--- src/rtl/round_controller_pkg.sv ---
// Shared codes for the fighting-match round controller and the player FSMs.
// Latency: n/a (constants, types and one helper function only).
// Backpressure: n/a.
package round_controller_pkg;

   // Player FSM state codes that carry damage meaning
   localparam logic [3:0] S_HITSTUN   = 4'd9;
   localparam logic [3:0] S_BLOCKSTUN = 4'd10;

   // Match phase encoding, visible on the phase output
   typedef enum logic [2:0] {
      PH_IDLE      = 3'd0,
      PH_INTRO     = 3'd1,
      PH_FIGHT     = 3'd2,
      PH_ROUND_END = 3'd3,
      PH_MATCH_END = 3'd4
   } phase_e;

   // match_winner encoding
   typedef enum logic [1:0] {
      WIN_NONE = 2'd0,
      WIN_P1   = 2'd1,
      WIN_P2   = 2'd2,
      WIN_DRAW = 2'd3
   } winner_e;

   // Two-bit counter increment that sticks at 3
   function automatic logic [1:0] sat_inc2(input logic [1:0] v);
      return (v == 2'd3) ? v : v + 2'd1;
   endfunction

endpackage

--- src/rtl/round_controller_vital.sv ---
// Per-player health/guard counter with state-entry damage detection.
// Latency: damage shows on health/block one cycle after the stun code enters.
// Backpressure: none; reload has priority over damage, damage needs en.
module vital_counter
   import round_controller_pkg::*;
#(
   parameter int MAX_HEALTH = 3,
   parameter int MAX_BLOCK  = 3
) (
   input  logic       clk,
   input  logic       rst,
   input  logic [3:0] state_in,
   input  logic       reload,
   input  logic       en,
   output logic [2:0] health,
   output logic [2:0] block,
   output logic       ko
);

   localparam logic [2:0] HEALTH_INIT = 3'(MAX_HEALTH);
   localparam logic [2:0] BLOCK_INIT  = 3'(MAX_BLOCK);

   logic [3:0] prev_q, prev_d;
   logic [2:0] health_q, health_d;
   logic [2:0] block_q, block_d;
   logic       hit_edge, blk_edge;

   // Detect stun entries and compute the saturating health/guard update
   always_comb begin
      hit_edge = (state_in == S_HITSTUN)   && (prev_q != S_HITSTUN);
      blk_edge = (state_in == S_BLOCKSTUN) && (prev_q != S_BLOCKSTUN);
      prev_d   = state_in;
      health_d = health_q;
      block_d  = block_q;
      if (reload) begin
         health_d = HEALTH_INIT;
         block_d  = BLOCK_INIT;
      end else if (en) begin
         if (hit_edge && (health_q != 3'd0)) begin
            health_d = health_q - 3'd1;
         end
         if (blk_edge) begin
            if (block_q != 3'd0) begin
               block_d = block_q - 3'd1;
            end else if (health_q != 3'd0) begin
               // guard is broken: the blocked hit lands on health
               health_d = health_q - 3'd1;
            end
         end
      end
   end

   // Previous-state tracking runs every cycle so stun held across FIGHT entry is not damage
   always_ff @(posedge clk or posedge rst) begin
      if (rst) begin
         prev_q   <= 4'd0;
         health_q <= HEALTH_INIT;
         block_q  <= BLOCK_INIT;
      end else begin
         prev_q   <= prev_d;
         health_q <= health_d;
         block_q  <= block_d;
      end
   end

   assign health = health_q;
   assign block  = block_q;
   assign ko     = (health_q == 3'd0);

endmodule

--- src/rtl/round_controller.sv ---
// Match sequencer: phase FSM, round timer, round/draw counting and winner decision.
// Latency: all outputs registered; round end is decided the cycle after the deciding damage.
// Backpressure: none; start is only honoured in IDLE and MATCH_END.
module round_controller
   import round_controller_pkg::*;
#(
   parameter int MAX_HEALTH    = 3,
   parameter int MAX_BLOCK     = 3,
   parameter int ROUND_SECS    = 60,
   parameter int TICKS_PER_SEC = 60,
   parameter int ROUNDS_TO_WIN = 2,
   parameter int INTRO_TICKS   = 90,
   parameter int KO_TICKS      = 120
) (
   input  logic       clk,
   input  logic       rst,
   input  logic       tick,
   input  logic       start,
   input  logic [3:0] p1_state,
   input  logic [3:0] p2_state,
   output logic [2:0] p1_health,
   output logic [2:0] p2_health,
   output logic [2:0] p1_block,
   output logic [2:0] p2_block,
   output logic [1:0] p1_rounds,
   output logic [1:0] p2_rounds,
   output logic [6:0] timer_secs,
   output logic [2:0] phase,
   output logic       fight_active,
   output logic [1:0] match_winner
);

   localparam logic [7:0] INTRO_LAST = 8'(INTRO_TICKS - 1);
   localparam logic [7:0] KO_LAST    = 8'(KO_TICKS - 1);
   localparam logic [6:0] PRE_LAST   = 7'(TICKS_PER_SEC - 1);
   localparam logic [6:0] SECS_INIT  = 7'(ROUND_SECS);
   localparam logic [1:0] WIN_ROUNDS = 2'(ROUNDS_TO_WIN);

   phase_e     phase_q, phase_d;
   logic [7:0] cnt_q, cnt_d;
   logic [6:0] pre_q, pre_d;
   logic [6:0] timer_q, timer_d;
   logic [1:0] p1_rounds_q, p1_rounds_d;
   logic [1:0] p2_rounds_q, p2_rounds_d;
   logic [1:0] draws_q, draws_d;
   winner_e    winner_q, winner_d;
   logic       fight_q, fight_d;

   logic       reload, dmg_en, enter_intro, round_over;
   logic       p1_ko, p2_ko;

   vital_counter #(.MAX_HEALTH(MAX_HEALTH), .MAX_BLOCK(MAX_BLOCK)) u_p1 (
      .clk      (clk),
      .rst      (rst),
      .state_in (p1_state),
      .reload   (reload),
      .en       (dmg_en),
      .health   (p1_health),
      .block    (p1_block),
      .ko       (p1_ko)
   );

   vital_counter #(.MAX_HEALTH(MAX_HEALTH), .MAX_BLOCK(MAX_BLOCK)) u_p2 (
      .clk      (clk),
      .rst      (rst),
      .state_in (p2_state),
      .reload   (reload),
      .en       (dmg_en),
      .health   (p2_health),
      .block    (p2_block),
      .ko       (p2_ko)
   );

   // Phase sequencing, round timer and round/draw bookkeeping
   always_comb begin
      phase_d     = phase_q;
      cnt_d       = cnt_q;
      pre_d       = pre_q;
      timer_d     = timer_q;
      p1_rounds_d = p1_rounds_q;
      p2_rounds_d = p2_rounds_q;
      draws_d     = draws_q;
      winner_d    = winner_q;
      reload      = 1'b0;
      dmg_en      = 1'b0;
      enter_intro = 1'b0;
      round_over  = 1'b0;

      case (phase_q)
         PH_IDLE, PH_MATCH_END: begin
            if (start) begin
               p1_rounds_d = 2'd0;
               p2_rounds_d = 2'd0;
               draws_d     = 2'd0;
               winner_d    = WIN_NONE;
               enter_intro = 1'b1;
            end
         end
         PH_INTRO: begin
            if (tick) begin
               if (cnt_q == INTRO_LAST) begin
                  cnt_d   = 8'd0;
                  phase_d = PH_FIGHT;
               end else begin
                  cnt_d = cnt_q + 8'd1;
               end
            end
         end
         PH_FIGHT: begin
            // decisions use registered health, so the deciding hit is already visible
            round_over = 1'b1;
            if (p1_ko && p2_ko) begin
               draws_d = sat_inc2(draws_q);
            end else if (p2_ko) begin
               p1_rounds_d = sat_inc2(p1_rounds_q);
            end else if (p1_ko) begin
               p2_rounds_d = sat_inc2(p2_rounds_q);
            end else if (timer_q == 7'd0) begin
               if (p1_health > p2_health) begin
                  p1_rounds_d = sat_inc2(p1_rounds_q);
               end else if (p2_health > p1_health) begin
                  p2_rounds_d = sat_inc2(p2_rounds_q);
               end else begin
                  draws_d = sat_inc2(draws_q);
               end
            end else begin
               round_over = 1'b0;
            end

            if (round_over) begin
               phase_d = PH_ROUND_END;
               cnt_d   = 8'd0;
            end else begin
               dmg_en = 1'b1;
               if (tick) begin
                  if (pre_q == PRE_LAST) begin
                     pre_d = 7'd0;
                     if (timer_q != 7'd0) begin
                        timer_d = timer_q - 7'd1;
                     end
                  end else begin
                     pre_d = pre_q + 7'd1;
                  end
               end
            end
         end
         PH_ROUND_END: begin
            if (tick) begin
               if (cnt_q == KO_LAST) begin
                  cnt_d = 8'd0;
                  if (p1_rounds_q == WIN_ROUNDS) begin
                     winner_d = WIN_P1;
                     phase_d  = PH_MATCH_END;
                  end else if (p2_rounds_q == WIN_ROUNDS) begin
                     winner_d = WIN_P2;
                     phase_d  = PH_MATCH_END;
                  end else if (draws_q == 2'd3) begin
                     winner_d = WIN_DRAW;
                     phase_d  = PH_MATCH_END;
                  end else begin
                     enter_intro = 1'b1;
                  end
               end else begin
                  cnt_d = cnt_q + 8'd1;
               end
            end
         end
         default: begin
            phase_d = PH_IDLE;
         end
      endcase

      // every path into INTRO starts a fresh round
      if (enter_intro) begin
         phase_d = PH_INTRO;
         cnt_d   = 8'd0;
         pre_d   = 7'd0;
         timer_d = SECS_INIT;
         reload  = 1'b1;
      end
   end

   assign fight_d = (phase_d == PH_FIGHT);

   // State registers; reset returns to IDLE with a full round loaded
   always_ff @(posedge clk or posedge rst) begin
      if (rst) begin
         phase_q     <= PH_IDLE;
         cnt_q       <= 8'd0;
         pre_q       <= 7'd0;
         timer_q     <= SECS_INIT;
         p1_rounds_q <= 2'd0;
         p2_rounds_q <= 2'd0;
         draws_q     <= 2'd0;
         winner_q    <= WIN_NONE;
         fight_q     <= 1'b0;
      end else begin
         phase_q     <= phase_d;
         cnt_q       <= cnt_d;
         pre_q       <= pre_d;
         timer_q     <= timer_d;
         p1_rounds_q <= p1_rounds_d;
         p2_rounds_q <= p2_rounds_d;
         draws_q     <= draws_d;
         winner_q    <= winner_d;
         fight_q     <= fight_d;
      end
   end

   assign p1_rounds    = p1_rounds_q;
   assign p2_rounds    = p2_rounds_q;
   assign timer_secs   = timer_q;
   assign phase        = phase_q;
   assign fight_active = fight_q;
   assign match_winner = winner_q;

endmodule

--- config.mk ---
export PLATFORM = sky130hd
export DESIGN_NAME = round_controller
export DESIGN_NICKNAME = d
export VERILOG_FILES = /design/src/rtl/round_controller_pkg.sv /design/src/rtl/round_controller_vital.sv /design/src/rtl/round_controller.sv
export SDC_FILE = /design/constraint.sdc
export NUM_CORES = 1
export LEC_CHECK = 0
export ABC_AREA = 1
export ABC_CLOCK_PERIOD_IN_PS = 2400
export CORE_ASPECT_RATIO = 0.6
export CORE_MARGIN = 10
export CORE_UTILIZATION = 51
export CTS_CLUSTER_SIZE = 40
export DETAILED_ROUTE_END_ITERATION = 8
export GPL_ROUTABILITY_DRIVEN = 0
export PLACE_DENSITY_LB_ADDON = 0.2
export RECOVER_POWER = 50
export SKIP_LAST_GASP = 1
export SLEW_MARGIN = 25
export SYNTH_ARGS = -nofsm -noshare
export SYNTH_HDL_FRONTEND = slang
export SYNTH_HIERARCHICAL = 1
export SYNTH_SLANG_ARGS = --single-unit
export TNS_END_PERCENT = 50
--- constraint.sdc ---
create_clock -name clk -period 2.4 [get_ports clk]
set_input_delay 0.24 -clock clk [delete_from_list [all_inputs] [get_ports clk]]
set_output_delay 0.24 -clock clk [all_outputs]
set_load 0.005 [all_outputs]
==> summary.md <==
| Metric | Value |
|---|---|
| Outcome | `finished clean` |
| Core region area | `0.00665 sq mm` |
| Slew Limit Fails | `0` |
| Max clock buf depth | `2` |
| Clk_lat worst skew | `300 ps` |
| Cell area after synthesis | `0.00349 sq mm` |
| Total gr overflow | `0` |
| Arrival @ worst endpoint | `2450 ps` |
| Min Clock Period, post-route | `2260 ps` |
| Fin cells | `603` |
| Sequential fraction of the synthesis area | `0.391` |
| Total Nets Final | `547` |
| Mapped Cells | `466` |
| # IOs | `41` |
| Leak Pwr | `2.25 nW` |
| Max Clk Rate | `442 MHz` |
| Maxcap violations | `0` |
| Antenna fix cells | `0` |
| CTS tree | `yes` |
| Die Area | `0.0107 sq mm` |
| Distinct cells, synth | `29` |
| Initial antenna violation count | `0` |
| Cell Area, Placed | `0.00403 sq mm` |
| TritonCTS buffer count | `5` |
| Mapped Nets | `498` |
| Yosys top cell area share | `0.301` |
| Routed length per instance | `13.9 um` |
| Drt pass-1 iters | `5` |
| Placed cell count | `595` |
| Number of H-tree levels | `2` |
| DRC viols | `0` |
| Pwr/cell area | `652 mW/mm^2` |
| Largest net degree at the start of global routing | `35` |
| # rows | `23` |
| Slew @ Worst Pin | `878 ps` |
| Critical Path RT | `2590 ps` |
| Reg clk slew, reported paths | `70 ps` |
| Post-route ant nets | `0` |
| Final Cycle Share | `0.942` |
| YS warnings | `6` |
| GR Util All Layers | `0.163` |
| Fillers | `582` |
| IO buf count | `40` |
| 1st-iter DRT viols | `258` |
| Worst Setup Slack, final | `140 ps` |
| Worst setup SP type | `register` |
| Synth top area cells | `dfrtp_1, nand2_1, dfstp_2` |
| Starting density of the core | `0.525` |
| Storage element area | `0.00137 sq mm` |
| Final setup viols | `0` |
| DP Worst Slack | `174 ps` |
| Routed vias | `3097` |
| Final worst clock skew | `5.05 ps` |
| Min Hold Slack | `409 ps` |
| Area growth from synthesis to final layout | `19.7%` |
| Met1 usage in global routing | `0.228` |
| Vias/cell | `5.14` |
| Area occupied by multi-input gates | `0.00182 sq mm` |
| Global route hottest layer | `met2` |
| Max IR drop VDD | `0.000581 V` |
| Fraction of layout cells with a size suffix above 1 | `0.141` |
| Design area | `0.00418 sq mm` |
| Clk sinks | `54` |
| Slew Limit Headroom | `0.415` |
| Post-layout util | `0.629` |
| CP max FO | `13` |
| Die H | `84.1 um` |
| Syn_area_per_cell | `7.49 sq um` |
| Die X | `127 um` |
| Met3 Use GR | `0.0565` |
| Fin. Hold Viols | `0` |
| HPWL after detailed placement | `6.52 mm` |
| DRT Wirelength | `8.35 mm` |
| Crit path capture type | `register` |
| Crit path kind | `register to register` |
| HP Class | `primary input to asynchronous set/reset pin` |
| GR Util met2 | `0.238` |
| Yosys reg bits | `54` |
| Clk root buf | `clkbuf_16` |
| Vias in the first global route | `3077` |
| First-pass GRT wire length | `14.7 mm` |
| Area leader, netlist | `dfrtp_1` |
[logic make-up after synthesis]
logic type      Yosys count  synth area share
simple gates            266             0.364
compound gates           34            0.0537
fa+ha+maj                20            0.0717
xor+xnor                 12            0.0301
flops                    54             0.391
buf+inv                  80            0.0889
[cells in the mapped netlist]
master and count:
ha_1 20, o211ai_1 1, a21oi_2 2, inv_2 11
xnor2_1 4, a21oi_1 9, xor2_1 8, buf_6 1
dfstp_2 12, nor3_1 3, o21bai_1 1, nor2_4 8
nand2_1 125, nor2_1 38, nand4_1 12, o21ai_0 4
or2_2 1, inv_1 66, dfrtp_1 42, nand3b_1 4
nand4_2 1, nor2_2 6, nand2_2 10, a211oi_1 2
nand3_2 7, o21ai_1 15, nand3_1 50, nand3b_2 1
buf_2 2
[flip-flops by register name, summed over array words and instances, names as in the netlist]
register	flops
cnt_q	8
p2_rounds	2
u_p2/block	3
u_p2/prev_q	4
p1_rounds	2
phase	3
fight_active	1
u_p2/health	3
u_p1/health	3
u_p1/prev_q	4
draws_q	2
timer_secs	7
match_winner	2
pre_q	7
u_p1/block	3
[where the power goes]
| part | switching, W | internal [W] | total [W] |
|---|---|---|---|
| Combinational | 0.000413 | 0.000351 | 0.000763 |
| Sequential | 0.000162 | 0.00106 | 0.00122 |
| Clock | 0.000350 | 0.000393 | 0.000743 |
| Total | 0.000925 | 0.00180 | 0.00272 |
[final cells by class]
type | count | area share
sequential | 54 | 0.327
timing repair buffer | 45 | 0.107
clock buffer | 5 | 0.0299
inverter | 77 | 0.0691
tap | 87 | 0.0260
clock inverter | 3 | 0.00599
multi-input combinational | 332 | 0.435
[per-layer routing]
metal	vias up	wire length, um
met5	-	0
met4	0	52
met3	9	668
met2	94	3430
met1	1418	4200
li1	1576	-
[final timing paths]
| path | from | endpoint | slack [ps] | cells after the start |
|---|---|---|---|---|
| worst min-delay path | rst | u_p2/prev_q[1] | 410 | 2 |
| max in group asynchronous | rst | match_winner[1] | 1150 | 3 |
| min in group clk | pre_q[1] | pre_q[1] | 510 | 2 |
| worst max register to register | u_p1/health[0] | timer_secs[6] | 140 | 13 |
| worst max-delay path | u_p1/health[0] | timer_secs[6] | 140 | 13 |
| worst min register to register | pre_q[1] | pre_q[1] | 510 | 2 |
[through the flow]
stage,setup TNS (ps),total power [W]
2_1_floorplan,0,0.00171
4_1_cts,0,0.00275
5_1_grt,-127,0.00292
6_report,0,0.00272
3_5_place_dp,0,0.00199
3_3_place_gp,0,0.00197
[critical path: stages (launching register included)]
cell     delay, ps
dfstp_2        560
inv_1           70
ha_1           230
nand2_1        120
inv_1          100
inv_1          150
nand3_1        150
nor2_2         160
buf_12         150
nand2_1         70
nand2_2        140
nand2_2        120
nand2_1         80
nand2_1         50
[layout by cell type, fill, tap and decap left out]
cell type / synthesis / routed
nor3_1: 3 / 3
a211oi_1: 2 / 2
nand3_2: 7 / 7
nand2_1: 125 / 125
nor2_4: 8 / 8
o21ai_1: 15 / 15
ha_1: 20 / 20
buf_12: 0 / 1
clkdlybuf4s50_1: 0 / 26
nand3b_1: 4 / 4
clkinvlp_4: 0 / 1
inv_2: 11 / 11
buf_4: 0 / 3
dfrtp_1: 42 / 42
clkinv_4: 0 / 1
or2_2: 1 / 1
nand4_2: 1 / 1
dfstp_2: 12 / 12
xor2_1: 8 / 8
nor2_1: 38 / 37
clkbuf_2: 0 / 1
clkbuf_16: 0 / 5
dlygate4sd3_1: 0 / 14
nand3_1: 50 / 50
xnor2_1: 4 / 4
a21oi_2: 2 / 2
o21bai_1: 1 / 1
nand3b_2: 1 / 1
inv_6: 0 / 1
o21ai_0: 4 / 4
a21oi_1: 9 / 9
o211ai_1: 1 / 1
nand2_2: 10 / 10
inv_1: 66 / 66
nand4_1: 12 / 12
nor2_2: 6 / 7
[repair_timing]
item | in CTS | in global routing
gates resized for setup | 0 | 1
endpoints found under the setup margin | 0 | 6
hold buffers | 0 | 0
hold endpoints to repair | 0 | 0
buffers inserted | 0 | 0
Note: power is estimated with default switching activity, not from simulation.
